--- src/rtl/addr8u_tmr_sequencer.sv ---
// Time-redundant front end for a shared 8-bit adder. Each request is run through the adder
// three times as (a,b), (b,a), (a,b). The three sums are majority-voted, and any disagreement is flagged and counted.
//
// state | meaning
// IDLE  | arbitrate between requesters, accept one
// P0    | adder sees (a,b) for ADD_LAT cycles
// P1    | adder sees (b,a) for ADD_LAT cycles
// P2    | adder sees (a,b) for ADD_LAT cycles
// VOTE  | bitwise majority of the three sums
// RESP  | hold response until consumer takes it
module addr8u_tmr_sequencer #(
    parameter int ADD_LAT = 1,
    parameter int FCNT_W  = 8
) (
    input  logic              clk_i,
    input  logic              rst_n_i,
    input  logic              req0_valid_i,
    output logic              req0_ready_o,
    input  logic [7:0]        req0_a_i,
    input  logic [7:0]        req0_b_i,
    input  logic              req1_valid_i,
    output logic              req1_ready_o,
    input  logic [7:0]        req1_a_i,
    input  logic [7:0]        req1_b_i,
    output logic [7:0]        add_a_o,
    output logic [7:0]        add_b_o,
    input  logic [8:0]        add_s_i,
    output logic              rsp_valid_o,
    input  logic              rsp_ready_i,
    output logic [8:0]        rsp_sum_o,
    output logic              rsp_id_o,
    output logic              rsp_fault_o,
    input  logic              fcnt_clr_i,
    output logic [FCNT_W-1:0] fault_count_o
);

    typedef enum logic [2:0] {
        S_IDLE, S_P0, S_P1, S_P2, S_VOTE, S_RESP
    } state_t;

    localparam int                CNT_W    = (ADD_LAT > 1) ? $clog2(ADD_LAT) : 1;
    localparam logic [CNT_W-1:0]  CNT_LOAD = CNT_W'(ADD_LAT - 1);
    localparam logic [FCNT_W-1:0] FCNT_MAX = '1;

    state_t            state_q, state_d;
    logic [CNT_W-1:0]  cnt_q, cnt_d;
    logic              rr_q, rr_d;
    logic [7:0]        op_a_q, op_a_d, op_b_q, op_b_d;
    logic              id_q, id_d;
    logic [7:0]        add_a_q, add_a_d, add_b_q, add_b_d;
    logic [8:0]        s0_q, s0_d, s1_q, s1_d, s2_q, s2_d;
    logic [8:0]        rsp_sum_q, rsp_sum_d;
    logic              rsp_id_q, rsp_id_d;
    logic              rsp_fault_q, rsp_fault_d;
    logic [FCNT_W-1:0] fcnt_q, fcnt_d;

    logic              grant_id;
    logic              accept;
    logic              pass_done;
    logic              in_pass;
    logic              hshake;
    logic [7:0]        sel_a, sel_b;

    // With both requesters valid the round-robin pointer decides; otherwise the lone valid wins.
    assign grant_id  = (req0_valid_i && req1_valid_i) ? rr_q : req1_valid_i;
    assign accept    = req0_ready_o | req1_ready_o;
    assign sel_a     = grant_id ? req1_a_i : req0_a_i;
    assign sel_b     = grant_id ? req1_b_i : req0_b_i;
    assign in_pass   = (state_q == S_P0) || (state_q == S_P1) || (state_q == S_P2);
    assign pass_done = (cnt_q == '0);
    assign hshake    = (state_q == S_RESP) && rsp_ready_i;

    always_ff @(posedge clk_i or negedge rst_n_i) begin
        if (!rst_n_i) begin
            state_q <= S_IDLE;
        end else begin
            state_q <= state_d;
        end
    end

    always_comb begin
        state_d = state_q;
        case (state_q)
            S_IDLE:  if (accept)      state_d = S_P0;
            S_P0:    if (pass_done)   state_d = S_P1;
            S_P1:    if (pass_done)   state_d = S_P2;
            S_P2:    if (pass_done)   state_d = S_VOTE;
            S_VOTE:                   state_d = S_RESP;
            S_RESP:  if (rsp_ready_i) state_d = S_IDLE;
            default:                  state_d = S_IDLE;
        endcase
    end

    // Ready is forced low while reset is asserted, even though the state register already reads IDLE.
    always_comb begin
        req0_ready_o = rst_n_i && (state_q == S_IDLE) && req0_valid_i && !grant_id;
        req1_ready_o = rst_n_i && (state_q == S_IDLE) && req1_valid_i && grant_id;
        rsp_valid_o  = (state_q == S_RESP);
    end

    always_comb begin
        cnt_d       = cnt_q;
        rr_d        = rr_q;
        op_a_d      = op_a_q;
        op_b_d      = op_b_q;
        id_d        = id_q;
        add_a_d     = add_a_q;
        add_b_d     = add_b_q;
        s0_d        = s0_q;
        s1_d        = s1_q;
        s2_d        = s2_q;
        rsp_sum_d   = rsp_sum_q;
        rsp_id_d    = rsp_id_q;
        rsp_fault_d = rsp_fault_q;
        if (in_pass && !pass_done) begin
            cnt_d = cnt_q - CNT_W'(1);
        end
        case (state_q)
            S_IDLE: begin
                if (accept) begin
                    op_a_d  = sel_a;
                    op_b_d  = sel_b;
                    id_d    = grant_id;
                    rr_d    = !grant_id;
                    add_a_d = sel_a;
                    add_b_d = sel_b;
                    cnt_d   = CNT_LOAD;
                end
            end
            S_P0: begin
                if (pass_done) begin
                    s0_d    = add_s_i;
                    add_a_d = op_b_q;
                    add_b_d = op_a_q;
                    cnt_d   = CNT_LOAD;
                end
            end
            S_P1: begin
                if (pass_done) begin
                    s1_d    = add_s_i;
                    add_a_d = op_a_q;
                    add_b_d = op_b_q;
                    cnt_d   = CNT_LOAD;
                end
            end
            S_P2: begin
                if (pass_done) begin
                    s2_d    = add_s_i;
                    add_a_d = 8'h00;
                    add_b_d = 8'h00;
                end
            end
            S_VOTE: begin
                rsp_sum_d   = (s0_q & s1_q) | (s1_q & s2_q) | (s0_q & s2_q);
                rsp_fault_d = !((s0_q == s1_q) && (s1_q == s2_q));
                rsp_id_d    = id_q;
            end
            default: ;
        endcase
    end

    always_comb begin
        fcnt_d = fcnt_q;
        if (fcnt_clr_i) begin
            fcnt_d = '0;
        end else if (hshake && rsp_fault_q && (fcnt_q != FCNT_MAX)) begin
            fcnt_d = fcnt_q + FCNT_W'(1);
        end
    end

    always_ff @(posedge clk_i or negedge rst_n_i) begin
        if (!rst_n_i) begin
            cnt_q       <= '0;
            rr_q        <= 1'b0;
            op_a_q      <= 8'h00;
            op_b_q      <= 8'h00;
            id_q        <= 1'b0;
            add_a_q     <= 8'h00;
            add_b_q     <= 8'h00;
            s0_q        <= 9'h000;
            s1_q        <= 9'h000;
            s2_q        <= 9'h000;
            rsp_sum_q   <= 9'h000;
            rsp_id_q    <= 1'b0;
            rsp_fault_q <= 1'b0;
            fcnt_q      <= '0;
        end else begin
            cnt_q       <= cnt_d;
            rr_q        <= rr_d;
            op_a_q      <= op_a_d;
            op_b_q      <= op_b_d;
            id_q        <= id_d;
            add_a_q     <= add_a_d;
            add_b_q     <= add_b_d;
            s0_q        <= s0_d;
            s1_q        <= s1_d;
            s2_q        <= s2_d;
            rsp_sum_q   <= rsp_sum_d;
            rsp_id_q    <= rsp_id_d;
            rsp_fault_q <= rsp_fault_d;
            fcnt_q      <= fcnt_d;
        end
    end

    assign add_a_o       = add_a_q;
    assign add_b_o       = add_b_q;
    assign rsp_sum_o     = rsp_sum_q;
    assign rsp_id_o      = rsp_id_q;
    assign rsp_fault_o   = rsp_fault_q;
    assign fault_count_o = fcnt_q;

endmodule
--- config.mk ---
export PLATFORM = sky130hd
export DESIGN_NAME = addr8u_tmr_sequencer
export DESIGN_NICKNAME = d
export VERILOG_FILES = /design/src/rtl/addr8u_tmr_sequencer.sv
export SDC_FILE = /design/constraint.sdc
export NUM_CORES = 1
export LEC_CHECK = 0
export BUFFER_PORTS_ARGS = -buffer_cell sky130_fd_sc_hd__buf_2
export CORE_UTILIZATION = 59
export CTS_CLUSTER_DIAMETER = 100
export DETAILED_ROUTE_END_ITERATION = 16
export GPL_ROUTABILITY_DRIVEN = 0
export GPL_TIMING_DRIVEN = 0
export PLACE_DENSITY_LB_ADDON = 0.05
export RECOVER_POWER = 25
export SLEW_MARGIN = 40
export SYNTH_ARGS = -nofsm -noshare
export SYNTH_HDL_FRONTEND = slang
export SYNTH_SLANG_ARGS = --single-unit
--- constraint.sdc ---
create_clock -name clk_i -period 4.56 [get_ports clk_i]
set_input_delay 0.228 -clock clk_i [delete_from_list [all_inputs] [get_ports clk_i]]
set_output_delay 0.228 -clock clk_i [all_outputs]
set_load 0.02 [all_outputs]
==> reports/summary.log <==
INFO  sta            timing.final.crit_period=2.87ns
INFO  cts            cts_buffer_depth=2
INFO  die            die_h=86.8um
INFO  sta            drv_slew=0
INFO  critical_path  rr_startpoint=cnt_q$_DFF_PN0_
INFO  die            dieWidth=86.8um
INFO  sta            timing.fmax=348MHz
INFO  pwr            p_int=2.06mW
INFO  yosys          synth.yosys.seq_area_share=0.496
INFO  critical_path  r2r-end=s0_q[4]$_DFFE_PN0P_
INFO  sta            rsz0062_at_grt=no
INFO  sta            final-setup-viol-count=0
INFO  pwr            cellLeakagePower=2.38nW
INFO  yosys          mappedNetlistNets=448
INFO  place          dpl_cell_area=4810um2
INFO  yosys          synth_area_per_cell=11.1um2
INFO  drt            wl_per_cell=16.3um
INFO  yosys          ys_async_sr_fraction=1.00
INFO  sta            worst-slew-pin-transition=1.45ns
INFO  yosys          synth_compound_gate_area_share=0.169
INFO  drt            via_count=3404
INFO  cells_and_area layout.nets=544
INFO  die            floorplan.io_pins=85
INFO  job            maxCapViolCount=0
INFO  cells_and_area antenna-diode-count=0
INFO  cells_and_area post_route_cells_drive_above_1_share=0.308
INFO  place          placement.io_buffers=83
INFO  cts            worst_skew_pair.late_latency=0.35ns
INFO  cells_and_area layout_common_cells=sky130_fd_sc_hd__buf_2 (89), sky130_fd_sc_hd__dfrtp_1 (84), sky130_fd_sc_hd__a21oi_1 (39)
INFO  critical_path  cp-endpoint=add_a_o[1]$_DFFE_PN0P_
INFO  cts            cts_num_sinks=84
INFO  yosys          synth_fa_ha_area_frac=0.0560
INFO  sta            clock-skew-final=0.0109ns
INFO  drt            drt_iter0_markers=243
INFO  critical_path  reg2reg_depth=5
INFO  pwr            power.switching_fraction=0.412
INFO  critical_path  timing_worst_setup_path_type=primary input to flop
INFO  drt            drt.antenna.violating_nets=0
INFO  critical_path  critPathLaunch=rst_n_i
INFO  die            die_outline_area=7530um2
INFO  die            fp.coreArea=6870um2
INFO  die            floorplan.initialDensity=0.617
INFO  die            std_cell_rows=30
INFO  cells_and_area area_growth_syn_to_layout=17.2%
INFO  yosys          synth-xor-area-share=0.00619
INFO  critical_path  timing.critical_path.arrival=3.10ns
INFO  global_routing pin_count_of_the_biggest_net_entering_global_routing=61
INFO  outcome        outcome=finished clean
INFO  global_routing grt_usage=0.272
INFO  yosys          synth_top_family_by_area=compound AO/OA/AOI/OAI gates
INFO  global_routing first_global_vias=3211
INFO  sta            tns=0ns
INFO  yosys          synth_enable_flop_cells=0
INFO  yosys          synth.ff_latch_count=84
INFO  yosys          yosysWarningCount=0
INFO  cts            cts.htree.levels=3
INFO  pwr            max-vdd-ir-drop=0.000433V
INFO  critical_path  worst_setup_sp_type=primary input
INFO  yosys          synth_area=4240um2
INFO  pwr            netSwitchingPower=1.44mW
INFO  global_routing globalRouteOverflowTotal=0
INFO  critical_path  cp.required=4.79ns
INFO  cts            cts.root.buffer_cell=sky130_fd_sc_hd__clkbuf_8
INFO  cts            worst_setup_hold_path_clk_slew=0.09ns
INFO  place          detailed_place_hpwl=6720um
INFO  critical_path  critical_path.max_fanout=26
INFO  pwr            power-per-cell-area=703nW/um2
INFO  pwr            share_clk_of_total_power=0.140
INFO  drt            drc=0
INFO  sta            report.final.hold_viol_count=0
INFO  yosys          synth.distinct_cells=48
INFO  drt            first_pass_iters=5
INFO  cts            cts_tree=built
INFO  cts            cts_setup_buffers=0
INFO  critical_path  kind_of_end_point_of_the_critical_path=flop
INFO  sta            slew-limit-headroom=0.0353
INFO  drt            routed_via_density=5.88
INFO  sta            period_share=0.629
INFO  global_routing antenna_found_initial=0
INFO  global_routing grt_first_pass_wirelength=15700um
INFO  cells_and_area most_common_cell_after_layout_fill_and_taps_aside=sky130_fd_sc_hd__buf_2
INFO  drt            route.final.wire_length=9430um
INFO  yosys          yosys-mux-area-fraction=0.117
INFO  pwr            power_frac_seq=0.381
INFO  pwr            combPwrFrac=0.479
INFO  yosys          synth_flop_cell=sky130_fd_sc_hd__dfrtp_1
INFO  critical_path  worst-r2r-setup-slack=2.62ns
INFO  hold_path      min_delay_path_depth=2
INFO  cts            cts.repair.resized=0
INFO  yosys          synth_simple_gate_area_share=0.121
INFO  hold_path      hp-class=primary input to flop
INFO  cells_and_area layout.cell_area.non_filler=4970um2
INFO  yosys          netlist_instances=382
INFO  cts            cts_made_buffers=9
==> final cells by class <==
class	instances	area [um2]
multi-input combinational	271	1990
clock inverter	3	21.3
inverter	4	15.0
fill	526	1900
timing repair buffer	85	429
clock buffer	13	159
tap	96	120
sequential	84	2100
buffer	23	133
==> flip-flops by register name, summed over array words and instances, names as in the netlist, 8 cells and up <==
register and flops:
rsp_sum_o 9, s0_q 9, s1_q 9, s2_q 9, add_a_o 8, add_b_o 8, fault_count_o 8, op_a_q 8
op_b_q 8
==> power groups by stage <==
stage	logic, mW	clock network [mW]	registers, mW
floorplan	1.08	0	1.44
finish	1.67	0.491	1.33
global placement	1.61	0	1.33
detailed placement	1.67	0	1.34
global route	1.86	0.534	1.38
CTS	1.68	0.502	1.33
==> worst max-delay path: stages <==
cell and delay [ns]:
sky130_fd_sc_hd__dlygate4sd3_1 0.53, sky130_fd_sc_hd__clkbuf_1 1.00, sky130_fd_sc_hd__nor4b_4 0.48, sky130_fd_sc_hd__o21ai_0 0.34, sky130_fd_sc_hd__clkbuf_1 0.29, sky130_fd_sc_hd__o21ai_0 0.13, sky130_fd_sc_hd__o22ai_1 0.09
==> metrics by stage <==
stage	std cells	utilization	setup slack, ns	power (mW)	hold WS, ns
2_1_floorplan	382	-	2.89	2.51	-0.0676
3_3_place_gp	561	0.695	1.39	2.93	0.460
3_5_place_dp	562	0.700	2.65	3.01	0.107
4_1_cts	579	0.728	2.54	3.51	0.107
5_1_grt	579	0.724	1.21	3.77	0.125
6_report	579	0.724	1.69	3.50	0.124
==> repair_timing <==
action,4_1_cts,5_1_grt
endpoints found under the hold margin,24,0
endpoints found under the setup margin,0,0
hold buffers,1,0
==> worst min path at each step <==
stage / start / to / slack, ns
after floorplan: rst_n_i / add_a_o[0]$_DFFE_PN0P_ / -0.07
after global placement: id_q$_DFFE_PN0P_ / id_q$_DFFE_PN0P_ / 0.46
after detailed placement: rst_n_i / fault_count_o[6]$_DFFE_PN0P_ / 0.11
after CTS: add_s_i[8] / s0_q[8]$_DFFE_PN0P_ / 0.11
after global routing: req1_valid_i / rr_q$_DFFE_PN0P_ / 0.12
final: req1_valid_i / rr_q$_DFFE_PN0P_ / 0.12
==> metal layers <==
metal  wire length (um)  up-vias  part of all wire  GRT usage
met2               4250      120              0.45      0.410
met4                137        0             0.015     0.0727
met1               4510     1653              0.48      0.397
met3                542       15             0.057     0.0629
li1                   -     1616                 -          -
met5                  0        -                 0          0
==> Yosys cell counts, types with 6 or more instances <==
master,number,area share
sky130_fd_sc_hd__o211a_1,7,0.017
sky130_fd_sc_hd__o32ai_1,8,0.017
sky130_fd_sc_hd__a2bb2oi_1,9,0.019
sky130_fd_sc_hd__ha_1,19,0.056
sky130_fd_sc_hd__nand2_1,13,0.012
sky130_fd_sc_hd__a21oi_1,39,0.046
sky130_fd_sc_hd__nor4_1,6,0.0089
sky130_fd_sc_hd__dfrtp_1,84,0.50
sky130_fd_sc_hd__a211oi_1,11,0.019
sky130_fd_sc_hd__mux2_2,28,0.074
sky130_fd_sc_hd__o22ai_1,8,0.012
sky130_fd_sc_hd__clkbuf_1,7,0.0062
sky130_fd_sc_hd__o21ai_0,18,0.021
sky130_fd_sc_hd__buf_2,7,0.0083
sky130_fd_sc_hd__buf_4,6,0.011
sky130_fd_sc_hd__nor2_1,35,0.031
sky130_fd_sc_hd__nand2b_1,11,0.016
sky130_fd_sc_hd__mux2i_1,17,0.040
==> cell families after synthesis <==
logic type | after synthesis
AND/OR/NAND/NOR | 93
adder cells (fa/ha/maj) | 19
AO/OA/AOI/OAI | 110
multiplexers | 46
buffers and inverters | 27
flip-flops | 84
XOR/XNOR | 3
Note: power is estimated with default switching activity, not from simulation.
